`config.mk`:
```
export PLATFORM = sky130hd
export DESIGN_NAME = id_stage
export DESIGN_NICKNAME = d
export VERILOG_FILES = /design/src/rtl/id_stage.sv
export SDC_FILE = /design/constraint.sdc
export NUM_CORES = 1
export LEC_CHECK = 0
export CAP_MARGIN = 10
export CORE_UTILIZATION = 40
export CTS_CLUSTER_DIAMETER = 30
export DETAILED_ROUTE_END_ITERATION = 16
export GPL_ROUTABILITY_DRIVEN = 0
export PLACE_DENSITY = 0.78
export REMOVE_ABC_BUFFERS = 1
export SYNTH_ARGS = -nofsm -noshare
export SYNTH_HDL_FRONTEND = slang
export SYNTH_SLANG_ARGS = --single-unit
```
`constraint.sdc`:
```
create_clock -name clk -period 1.62 [get_ports clk]
set_input_delay 0.324 -clock clk [delete_from_list [all_inputs] [get_ports clk]]
set_output_delay 0.324 -clock clk [all_outputs]
set_load 0.03 [all_outputs]
```
`src/rtl/id_stage.sv`:
```
// Instruction-decode stage of the FMRT Mini Core: operand fetch with EX/MEM
// forwarding, immediate generation, load-use detection and the ID/EX latch.
module id_stage #(
   parameter int XLEN   = 32,
   parameter int REG_AW = 5
) (
   input  logic              clk,
   input  logic              reset_,
   input  logic [XLEN-1:0]   if_pc,
   input  logic [31:0]       if_insn,
   input  logic              if_en,
   input  logic              stall,
   input  logic              flush,
   output logic [REG_AW-1:0] gpr_rs1_addr,
   output logic [REG_AW-1:0] gpr_rs2_addr,
   input  logic [XLEN-1:0]   gpr_rs1_data,
   input  logic [XLEN-1:0]   gpr_rs2_data,
   input  logic              ex_en,
   input  logic              ex_rd_we,
   input  logic              ex_is_load,
   input  logic [REG_AW-1:0] ex_rd_addr,
   input  logic [XLEN-1:0]   ex_fwd_data,
   input  logic              mem_en,
   input  logic              mem_rd_we,
   input  logic [REG_AW-1:0] mem_rd_addr,
   input  logic [XLEN-1:0]   mem_fwd_data,
   output logic              ld_hazard,
   output logic              id_en,
   output logic [XLEN-1:0]   id_pc,
   output logic [31:0]       id_insn,
   output logic [REG_AW-1:0] id_rd_addr,
   output logic [XLEN-1:0]   id_rs1_data,
   output logic [XLEN-1:0]   id_rs2_data,
   output logic [XLEN-1:0]   id_imm
);

   localparam logic [6:0] OPC_LUI    = 7'b0110111;
   localparam logic [6:0] OPC_AUIPC  = 7'b0010111;
   localparam logic [6:0] OPC_JAL    = 7'b1101111;
   localparam logic [6:0] OPC_JALR   = 7'b1100111;
   localparam logic [6:0] OPC_BRANCH = 7'b1100011;
   localparam logic [6:0] OPC_LOAD   = 7'b0000011;
   localparam logic [6:0] OPC_STORE  = 7'b0100011;
   localparam logic [6:0] OPC_OPIMM  = 7'b0010011;
   localparam logic [6:0] OPC_OP     = 7'b0110011;
   localparam logic [6:0] OPC_SYSTEM = 7'b1110011;

   localparam logic [31:0] NOP_INSN = 32'h0000_0013;

   logic [6:0]        opcode;
   logic [REG_AW-1:0] rs1_addr;
   logic [REG_AW-1:0] rs2_addr;
   logic [REG_AW-1:0] rd_field;
   logic              rs1_used;
   logic              rs2_used;
   logic              has_rd;
   logic [31:0]       imm32;
   logic [XLEN-1:0]   imm_dec;
   logic [XLEN-1:0]   rs1_fwd;
   logic [XLEN-1:0]   rs2_fwd;
   logic              ex_can_fwd;
   logic              mem_can_fwd;
   logic              ex_load_pending;

   assign opcode   = if_insn[6:0];
   assign rs1_addr = if_insn[15 +: REG_AW];
   assign rs2_addr = if_insn[20 +: REG_AW];
   assign rd_field = if_insn[7 +: REG_AW];

   assign gpr_rs1_addr = rs1_addr;
   assign gpr_rs2_addr = rs2_addr;

   // Format decode: which sources are read, whether rd is written, and the immediate.
   always_comb begin
      rs1_used = 1'b1;
      rs2_used = 1'b0;
      has_rd   = 1'b0;
      imm32    = '0;
      case (opcode)
         OPC_LUI, OPC_AUIPC: begin
            rs1_used = 1'b0;
            has_rd   = 1'b1;
            imm32    = {if_insn[31:12], 12'b0};
         end
         OPC_JAL: begin
            rs1_used = 1'b0;
            has_rd   = 1'b1;
            imm32    = {{12{if_insn[31]}}, if_insn[19:12], if_insn[20],
                        if_insn[30:21], 1'b0};
         end
         OPC_JALR, OPC_LOAD, OPC_OPIMM: begin
            has_rd = 1'b1;
            imm32  = {{20{if_insn[31]}}, if_insn[31:20]};
         end
         OPC_STORE: begin
            rs2_used = 1'b1;
            imm32    = {{20{if_insn[31]}}, if_insn[31:25], if_insn[11:7]};
         end
         OPC_BRANCH: begin
            rs2_used = 1'b1;
            imm32    = {{19{if_insn[31]}}, if_insn[31], if_insn[7],
                        if_insn[30:25], if_insn[11:8], 1'b0};
         end
         OPC_OP: begin
            rs2_used = 1'b1;
            has_rd   = 1'b1;
         end
         OPC_SYSTEM: begin
            has_rd = 1'b1;
         end
         default: begin
            rs1_used = 1'b1;
         end
      endcase
   end

   assign imm_dec = XLEN'($signed(imm32));

   // A load in EX has no result yet, so it may never feed the bypass path.
   assign ex_can_fwd      = ex_en & ex_rd_we & ~ex_is_load & (ex_rd_addr != '0);
   assign mem_can_fwd     = mem_en & mem_rd_we & (mem_rd_addr != '0);
   assign ex_load_pending = ex_en & ex_rd_we & ex_is_load & (ex_rd_addr != '0);

   function automatic logic [XLEN-1:0] pick_operand(
      input logic [REG_AW-1:0] addr,
      input logic [XLEN-1:0]   gpr_data,
      input logic              ex_ok,
      input logic [REG_AW-1:0] ex_addr,
      input logic [XLEN-1:0]   ex_data,
      input logic              mem_ok,
      input logic [REG_AW-1:0] mem_addr,
      input logic [XLEN-1:0]   mem_data
   );
      logic [XLEN-1:0] result;
      if (addr == '0)
         result = '0;
      else if (ex_ok && (ex_addr == addr))
         result = ex_data;
      else if (mem_ok && (mem_addr == addr))
         result = mem_data;
      else
         result = gpr_data;
      return result;
   endfunction

   always_comb begin
      rs1_fwd = pick_operand(rs1_addr, gpr_rs1_data, ex_can_fwd, ex_rd_addr, ex_fwd_data,
                             mem_can_fwd, mem_rd_addr, mem_fwd_data);
      rs2_fwd = pick_operand(rs2_addr, gpr_rs2_data, ex_can_fwd, ex_rd_addr, ex_fwd_data,
                             mem_can_fwd, mem_rd_addr, mem_fwd_data);
   end

   assign ld_hazard = if_en & ex_load_pending &
                      ((rs1_used & (rs1_addr == ex_rd_addr)) |
                       (rs2_used & (rs2_addr == ex_rd_addr)));

   // ID/EX latch: flush beats stall, stall beats the load-use bubble.
   always_ff @(posedge clk or negedge reset_) begin
      if (!reset_) begin
         id_en       <= 1'b0;
         id_pc       <= '0;
         id_insn     <= NOP_INSN;
         id_rd_addr  <= '0;
         id_rs1_data <= '0;
         id_rs2_data <= '0;
         id_imm      <= '0;
      end else if (flush) begin
         id_en      <= 1'b0;
         id_insn    <= NOP_INSN;
         id_rd_addr <= '0;
      end else if (stall) begin
         id_en <= id_en;
      end else if (ld_hazard) begin
         id_en      <= 1'b0;
         id_insn    <= NOP_INSN;
         id_rd_addr <= '0;
      end else begin
         id_en       <= if_en;
         id_pc       <= if_pc;
         id_insn     <= if_insn;
         id_rd_addr  <= has_rd ? rd_field : '0;
         id_rs1_data <= rs1_fwd;
         id_rs2_data <= rs2_fwd;
         id_imm      <= imm_dec;
      end
   end

endmodule

```
======== After elaboration in Yosys (flattened, before gate mapping) ========
Cells that the tools add are included.
storage, ports and cells
  logic and storage cells ................. 74
  output and inout bits ................... 177
  input bits .............................. 212
  register bits after elaboration ......... 166
cells by class
  mux-type cells .......................... 20
  equal/unequal tests ..................... 17
  reduce and logical (&&, ||, !) cells .... 14
  bitwise logic cells ..................... 16
operator list
  cell                                            number
  two-way mux 32 bit                              9
  case mux 32 bit (5 select lines)                1
  == test 5 bit                                   6
  == test 7 bit (second input constant)           4
  == test 7 x 6 -> 1 bit (second input constant)  3
  two-way mux 5 bit                               4
  == test 7 x 5 -> 1 bit (second input constant)  2
  bitwise AND 1 bit                               11
  zero test 5 bit                                 2
  nonzero test 5 bit                              2
  OR reduction 3 bit                              3
  OR reduction 8 bit                              1
  == test 7 x 2 -> 1 bit (second input constant)  1
  two-way mux 1 bit                               6
  logical AND 1 bit                               4
  inverter 1 bit                                  4
  AND reduction 3 bit                             1
  != test 2 x 1 -> 1 bit (second input constant)  1
  OR reduction 2 bit                              1
  bitwise OR 1 bit                                1

======== Longest topological paths before layout ========
  depth in word-level cells ............... 9
  mapped depth ............................ 9
  gate-level depth less buffers ........... 5

======== Least setup slack after synthesis ========
Ideal clock, no wire load.
  path kind ............................... input to register
  start point ............................. input if_insn[3]
  end point ............................... register id_imm[29]
  required time ........................... 1.492 ns
  arrival ................................. 2.395 ns
  slack ................................... -0.903 ns
  stages on the path ...................... 8
  setup time .............................. 0.128 ns
  path buffers ............................ 3
  cell sequence ........................... clkbuf_1 > or3b_1 > a21oi_2 > nor4_2 > nor3_1 > buf_2 > buf_2 > mux2_1
between the ends
  cells in the longest elaborated chain, start to end .. 8
  elaborated cells on any way between the ends .. 22
  classes of those cells .................. eq/ne: 9; mux: 3; bitwise: 5; reduce/logical: 5
RTL lines
  item                                   RTL line  source
  from (decl)                            10        input logic [31:0] if_insn,
  == test 7 bit (tied with other cells)  79        case (opcode)
  OR reduction 3 bit (no line)           n/a
  two-way mux 1 bit                      79
  bitwise AND 1 bit (on tied branches)   154, 155
  bitwise OR 1 bit                       154       ((rs1_used & (rs1_addr == ex_rd_addr)) |
  bitwise AND 1 bit                      153       assign ld_hazard = if_en & ex_load_pending &
  inverter 1 bit (no line)               n/a
  AND reduction 3 bit (no line)          n/a
  to (signal assigned)                   184       id_imm <= imm_dec;
  to (decl)                              34        output logic [XLEN-1:0] id_imm
Several ways; a longest one is shown, not always the timed one.
A chain may end at the register's enable or synchronous reset.

======== Worst setup path in the final report ========
  start point ............................. input ex_rd_addr[1]
  end point ............................... register id_rs1_data[10]
between the ends
  cells in the longest elaborated chain, start to end .. 6
  elaborated cells on any way between the ends .. 16
  classes of those cells .................. eq/ne: 3; mux: 2; bitwise: 8; reduce/logical: 3
RTL lines
  item                                                          RTL line       source
  from (decl)                                                   21             input logic [REG_AW-1:0] ex_rd_addr,
  == test 5 bit (tied with other cells)                         137, 154
  bitwise AND 1 bit (on tied branches)                          154, 122, 155
  bitwise OR 1 bit / bitwise AND 1 bit (equally long branches)  154, 153
  bitwise AND 1 bit                                             153
  inverter 1 bit (no line)                                      n/a
  AND reduction 3 bit (no line)                                 n/a
  to (signal assigned)                                          182            id_rs1_data <= rs1_fwd;
  to (decl)                                                     32             output logic [XLEN-1:0] id_rs1_data,
Several ways; a longest one is shown, not always the timed one.

==> insert_results.sql <==
INSERT INTO impl_metrics (metric_group, metric, value, unit) VALUES
('floorplan', 'dieArea', '24300', 'um2'),
('timing', 'fin_tns_setup', '-70.79', 'ns'),
('timing', 'final.setup.worst_slack', '-0.555', 'ns'),
('worst_setup_path', 'worst-endpoint-required', '1.94', 'ns'),
('final_layout', 'instances_no_fill', '1691', ''),
('worst_hold_path', 'worst_hold_path_type', 'in2reg', ''),
('timing', 'rsz_0062_raised_after_global_routing', 'true', ''),
('floorplan', 'floorplan.core_area', '23000', 'um2'),
('worst_setup_path', 'rr_startpoint', 'id_imm[22]', ''),
('final_layout', 'syn2layout_area_growth', '79.8', '%'),
('worst_setup_path', 'critical_path.startpoint_type', 'input pin', ''),
('synthesis', 'yosysWarningCount', '0', ''),
('pwr', 'power_leakage', '0.00773', 'uW'),
('synthesis', 'synthCells', '912', ''),
('timing', 'layout_worst_path_cycle_share', '1.34', ''),
('synthesis', 'synth.avg_cell_area', '10.4', 'um2'),
('placed_design', 'estimated_wirelength_of_the_detail_placed_design', '26500', 'um'),
('grt', 'antenna_found_initial', '7', ''),
('floorplan', 'initial_utilization', '0.413', ''),
('timing', 'finalSetupViolCount', '167', ''),
('route', 'detail-route-antenna-nets', '0', ''),
('synthesis', 'synth_top_area_frac', '0.430', ''),
('synthesis', 'synth_flop_cell', 'sky130_fd_sc_hd__dfrtp_1', ''),
('worst_setup_path', 'critical_path.startpoint', 'ex_rd_addr[1]', ''),
('route', 'drt_pre_antenna_iters', '6', ''),
('worst_setup_path', 'timing.critical_path.fanout_max', '5', ''),
('worst_setup_path', 'endpoint_kind', 'flip-flop', ''),
('grt', 'grt.total_usage', '0.327', ''),
('floorplan', 'die_x', '156', 'um'),
('status', 'outcome', 'finished with violations', ''),
('timing', 'timing_worst_slew_pin_value', '1.04', 'ns'),
('clock_tree', 'clk-insertion-delay-late', '0.42', 'ns'),
('synthesis', 'synth_enable_flop_cells', '0', ''),
('final_layout', 'final_layout_size_suffix_gt1_frac', '0.316', ''),
('timing', 'fmax', '460', 'MHz'),
('grt', 'overflow', '0', ''),
('synthesis', 'synth_seq_area_share', '0.438', ''),
('pwr', 'power.ir.vdd_worst', '0.000637', 'V'),
('timing', 'hold_viol', '0', ''),
('synthesis', 'most_repeated_cell_in_the_gate_level_netlist_after_synthesis', 'sky130_fd_sc_hd__dfrtp_1', ''),
('synthesis', 'synth-seq-cells', '166', ''),
('worst_hold_path', 'timing.hold.worst.start', 'if_insn[4]', ''),
('clock_tree', 'clkSinkCount', '166', ''),
('clock_tree', 'cts.clk_slew.worst_paths', '0.07', 'ns'),
('worst_setup_path', 'critPathArrivalTime', '2.50', 'ns'),
('synthesis', 'synthTopCellsByArea', 'sky130_fd_sc_hd__dfrtp_1 43%, sky130_fd_sc_hd__o41ai_2 11%, sky130_fd_sc_hd__o31ai_1 6.0%', ''),
('floorplan', 'rows', '55', ''),
('status', 'violations', 'setup timing', ''),
('route', 'route.vias.total', '10318', ''),
('route', 'detail_route.drc_violations', '0', ''),
('synthesis', 'post-synth-top-area-cell', 'sky130_fd_sc_hd__dfrtp_1', ''),
('grt', 'grt_max_degree', '50', ''),
('worst_setup_path', 'reg2reg_slack', '0.78', 'ns'),
('placed_design', 'placement.io_buffers', '388', ''),
('route', 'drt_first_iter_violations', '839', ''),
('worst_setup_path', 'r2r.worst_path.cells', '1', ''),
('job', 'max_cap_viol_count', '0', ''),
('timing', 'timing_max_transition_violations_final', '0', ''),
('route', 'wirelength', '42700', 'um'),
('grt', 'grt_first_pass_wirelength', '60600', 'um'),
('clock_tree', 'h-tree-depth', '4', ''),
('grt', 'first_global_vias', '10519', ''),
('placed_design', 'numPlacedInstances', '1600', ''),
('timing', 'finalCriticalPeriod', '2.18', 'ns'),
('synthesis', 'ys_async_sr_fraction', '1.00', ''),
('synthesis', 'syn-cell-area', '9490', 'um2'),
('clock_tree', 'cts_inserted_buffers', '17', ''),
('worst_setup_path', 'r2r-end', 'id_imm[22]', ''),
('floorplan', 'die_h', '156', 'um'),
('worst_setup_path', 'crit_type', 'in2reg', ''),
('clock_tree', 'cts_max_path_buffers', '2', '');
-- layer usage --
metal	share of wire	global-route usage	up-vias
met5	0.00047	0	-
met2	0.48	0.536	713
li1	-	-	4357
met4	0.049	0.178	4
met1	0.37	0.387	5073
met3	0.10	0.0939	171
-- power by group --
part / switching (uW) / total [uW] / internal [uW]
Sequential: 328 / 4880 / 4550
Clock: 2000 / 4360 / 2360
Combinational: 2350 / 4370 / 2020
-- final cells by class --
type | count | area (um2)
tap | 313 | 392
timing repair buffer | 538 | 5630
inverter | 74 | 278
sequential | 166 | 4160
multi-input combinational | 563 | 5980
clock inverter | 14 | 188
clock buffer | 17 | 425
antenna | 6 | 15.0
fill | 1521 | 5920
-- per-stage QoR --
step	hold WS, ns	total power [uW]	setup slack (ns)	cell area, um2
global route	0.323	14000	-0.554	17100
finish	0.325	13600	-0.555	17100
global placement	0.252	8720	-1.19	14300
detailed placement	0.250	8780	-1.32	14300
floorplan	0.0284	6630	-8.05	8970
CTS	0.304	13200	-0.535	16000
-- repair_timing --
action	in CTS	in global routing
pin swaps	68	39
endpoints found under the hold margin	31	0
hold buffers	1	0
setup endpoints to repair	329	177
gates cloned	16	7
gates resized for setup	341	184
buffers inserted	28	10
-- worst min path at each step --
stage | end | slack [ns] | depth (start not counted)
3_5_place_dp | id_rs2_data[23] | 0.25 | 1
6_report | id_insn[4] | 0.32 | 3
3_3_place_gp | id_rs2_data[23] | 0.25 | 1
2_1_floorplan | id_en | 0.03 | 0
4_1_cts | id_insn[3] | 0.30 | 3
5_1_grt | id_insn[4] | 0.32 | 3
-- cells in the final DEF (no fill, tap or decap), types with 5 or more instances in the layout --
master                            count
sky130_fd_sc_hd__dfrtp_1            163
sky130_fd_sc_hd__buf_6               22
sky130_fd_sc_hd__o31ai_2             20
sky130_fd_sc_hd__nand3_1              5
sky130_fd_sc_hd__mux2_4              41
sky130_fd_sc_hd__xor2_1              14
sky130_fd_sc_hd__a211oi_2            14
sky130_fd_sc_hd__mux2i_1              8
sky130_fd_sc_hd__a21o_1              11
sky130_fd_sc_hd__o41ai_4             28
sky130_fd_sc_hd__o31ai_4             41
sky130_fd_sc_hd__clkbuf_16           23
sky130_fd_sc_hd__o31ai_1             15
sky130_fd_sc_hd__buf_16              12
sky130_fd_sc_hd__a21oi_1             13
sky130_fd_sc_hd__buf_12              35
sky130_fd_sc_hd__o41ai_2             36
sky130_fd_sc_hd__mux2_1               8
sky130_fd_sc_hd__a22o_1              32
sky130_fd_sc_hd__a211oi_1            52
sky130_fd_sc_hd__buf_8                5
sky130_fd_sc_hd__buf_4               88
sky130_fd_sc_hd__buf_2                5
sky130_fd_sc_hd__clkdlybuf4s15_1     14
sky130_fd_sc_hd__clkdlybuf4s50_1    184
sky130_fd_sc_hd__o21ai_2              9
sky130_fd_sc_hd__dlygate4sd2_1      159
sky130_fd_sc_hd__inv_1               74
sky130_fd_sc_hd__nand2_1             22
sky130_fd_sc_hd__nor2_1              69
sky130_fd_sc_hd__a31oi_1             64
sky130_fd_sc_hd__diode_2              6
-- critical path, stage by stage --
cell and delay (ns):
sky130_fd_sc_hd__buf_6 0.09, sky130_fd_sc_hd__or4_4 0.54, sky130_fd_sc_hd__o21ai_4 0.21, sky130_fd_sc_hd__and4b_4 0.26
sky130_fd_sc_hd__or3_4 0.41, sky130_fd_sc_hd__buf_6 0.17, sky130_fd_sc_hd__buf_16 0.15, sky130_fd_sc_hd__o41ai_4 0.34
-- cells by family (layout without fill, tap and decap cells) --
logic type | Yosys count | after routing | synth area share
AOI/OAI and AO/OA | 350 | 350 | 0.326
buffers and inverters | 184 | 643 | 0.0843
DFF | 166 | 166 | 0.438
muxes | 57 | 57 | 0.0666
xor gates and xnor gates | 20 | 20 | 0.0185
and+or+nand+nor | 135 | 136 | 0.0669
other | 0 | 6 | 0
-- registers in the layout, summed over array words and instances, names as in the netlist --
signal       flops
id_rd_addr       5
id_en            1
id_rs2_data     32
id_pc           32
id_insn         32
id_imm          32
id_rs1_data     32
Note: power is estimated with default switching activity, not from simulation.
==> RTL change: new RTL, same settings <==
Make the reset (`reset_`) synchronous in one clocked block.
--- a/src/rtl/id_stage.sv
+++ b/src/rtl/id_stage.sv
@@ -155,7 +155,7 @@
                        (rs2_used & (rs2_addr == ex_rd_addr)));
 
    // ID/EX latch: flush beats stall, stall beats the load-use bubble.
-   always_ff @(posedge clk or negedge reset_) begin
+   always_ff @(posedge clk) begin
       if (!reset_) begin
          id_en       <= 1'b0;
          id_pc       <= '0;
Check against the original RTL: not equivalent (Yosys sat finds a counterexample within 4 cycles, from zero or initial values and one cycle with reset_ low; the reset may be asserted at any time).
==> RTL change against the original RTL <==
The run still ends with setup timing left; first-iteration DRC count fell by 27%; final area shrank 15%; synthesized cell count is 0.44% lower; clock skew unchanged; count of clock-buffer cells in the layout rose by 1; setup slack lost 0.033 ns; sequential cell count unchanged; routed wire length down 13%; power shrank 15%; combinational power shrank 40%; area after synthesis fell by 16%; final cell count decreased by 2.4%; critical path depth is 3 higher; critical path type unchanged; highest routed layer is now met4.
==> RTL change: results (changes against the original RTL) <==
| Metric | Value |
|---|---|
| Vias | `9,238 (-10%)` |
| Setup ws final | `-0.5879 ns (-0.03267 ns)` |
| Failing checks | `setup timing` |
| Share of cells above drive strength 1 | `21.84% (-9.7 points)` |
| Worst Path Max Fanout | `7 (+2)` |
| Sequential fraction of the synthesis area | `41.61% (-2.2 points)` |
| Synth Area in Compound Gates | `22.51% (-10 points)` |
| Vias in the first global route | `8,777 (-17%)` |
| Multiplexer share of the synthesized area | `8.021% (+1.4 points)` |
| Starting DRT DRC Count | `610 (-27%)` |
| Psw | `3.331 mW (-29%)` |
| Setup TNS | `-66.69 ns (+4.107 ns)` |
| CTS Buffer Depth | `2 (unchanged)` |
| Placed cell area | `0.01252 mm2 (-12%)` |
| Clock group share of total power | `39.3% (+7.3 points)` |
| Post-Synth Adder-Cell Area | `0% (unchanged)` |
| Cell variety after synth | `53 (+6.0%)` |
| Post-CTS resize count | `309 (-9.4%)` |
| Overall Global Routing Usage | `32.27% (-0.46 points)` |
| RR Startpoint | `id_imm[23]` |
| Post-route insts no fill | `1,651 (-2.4%)` |
| Setup WS pre-CTS | `-1.189 ns (+0.1291 ns)` |
| Synth top area cells | `dfxtp_1 (42%), mux2i_1 (8.0%), a21oi_1 (6.1%), a22o_1 (5.3%), nand2_1 (4.4%)` |
| CP delay by family, top | `simple AND/OR/NAND/NOR gates` |
| Xor/xnor share of the synthesized area | `2.193% (+0.35 points)` |
| Post-synth top flop | `dfxtp_1` |
| Async S/R FF share, synth | `0% (-100 points)` |
| Ys Warns | `0 (unchanged)` |
| Final setup viols | `168 (+0.60%)` |
| First drt pass iteration count | `5 (-1)` |
| Layout fillers | `1,427 (-6.2%)` |
| First-pass GRT wire length | `49,890 um (-18%)` |
| CP arrival | `2.57 ns (+0.07 ns)` |
| Worst setup path start | `if_en` |
| R2r worst-path depth | `2 (+1)` |
| Maximum vdd drop | `0.6544 mV (+2.7%)` |
| Most common library cells after synthesis | `dfxtp_1 (166), a21oi_1 (98), nand2_1 (94), nor2_1 (80), mux2i_1 (64)` |
| Sw Share | `28.87% (-5.5 points)` |
| Result of the run | `complete, but fails checks` |
| Combinational power | `2.63 mW (-40%)` |
| DPL Wire Length | `21,970 um (-17%)` |
| Largest net degree at the start of global routing | `76 (+52%)` |
| Clock skew | `0 ns (unchanged)` |
| Antenna violations before repair | `3 (-4)` |
| Hold Crit Start | `if_insn[1]` |
| P_leak | `6.427 nW (-17%)` |
| Cells after Synth | `908 (-0.44%)` |
| Final net count | `1,582 (+0.64%)` |
| Slowest-stage cell, CP | `or4b_4` |
| CTS Root Cell | `clkbuf_16` |
| Post-CTS Setup Inserts | `20 (-29%)` |
| Final wirelength | `37,030 um (-13%)` |
| Worst Max-Slew Pin Slew | `0.4245 ns (-0.6196 ns)` |
[RTL change: cell type report]
type	instances	area (um2)	area share, %
antenna	3	7.507	0.05193
clock buffer	18	429.2	2.968
clock inverter	14	219.0	1.514
inverter	3	13.76	0.09520
multi-input combinational	646	4479	30.98
sequential	166	3323	22.99
tap	265	331.6	2.293
timing repair buffer	536	5654	39.11
[RTL change: metal layers]
| layer | global-route usage, % | part of all wire [%] | routed length [um] | up-vias |
|---|---|---|---|---|
| met3 | 10.46 | 10 | 3780 | 121 |
| met4 | 18.76 | 5.5 | 2036 | 0 |
| li1 | - | - | - | 4189 |
| met1 | 35.26 | 36 | 13460 | 4404 |
| met2 | 54.87 | 48 | 17760 | 524 |
| met5 | 0 | 0 | 0 | - |
[RTL change: path summary, 6_finish.rpt]
path / end / slack, ns
hold / removal: id_insn[1] / 0.36
hold reg to reg: id_pc[11] / 0.45
setup / recovery: id_rs1_data[5] / -0.59
setup reg to reg: id_imm[23] / 0.89
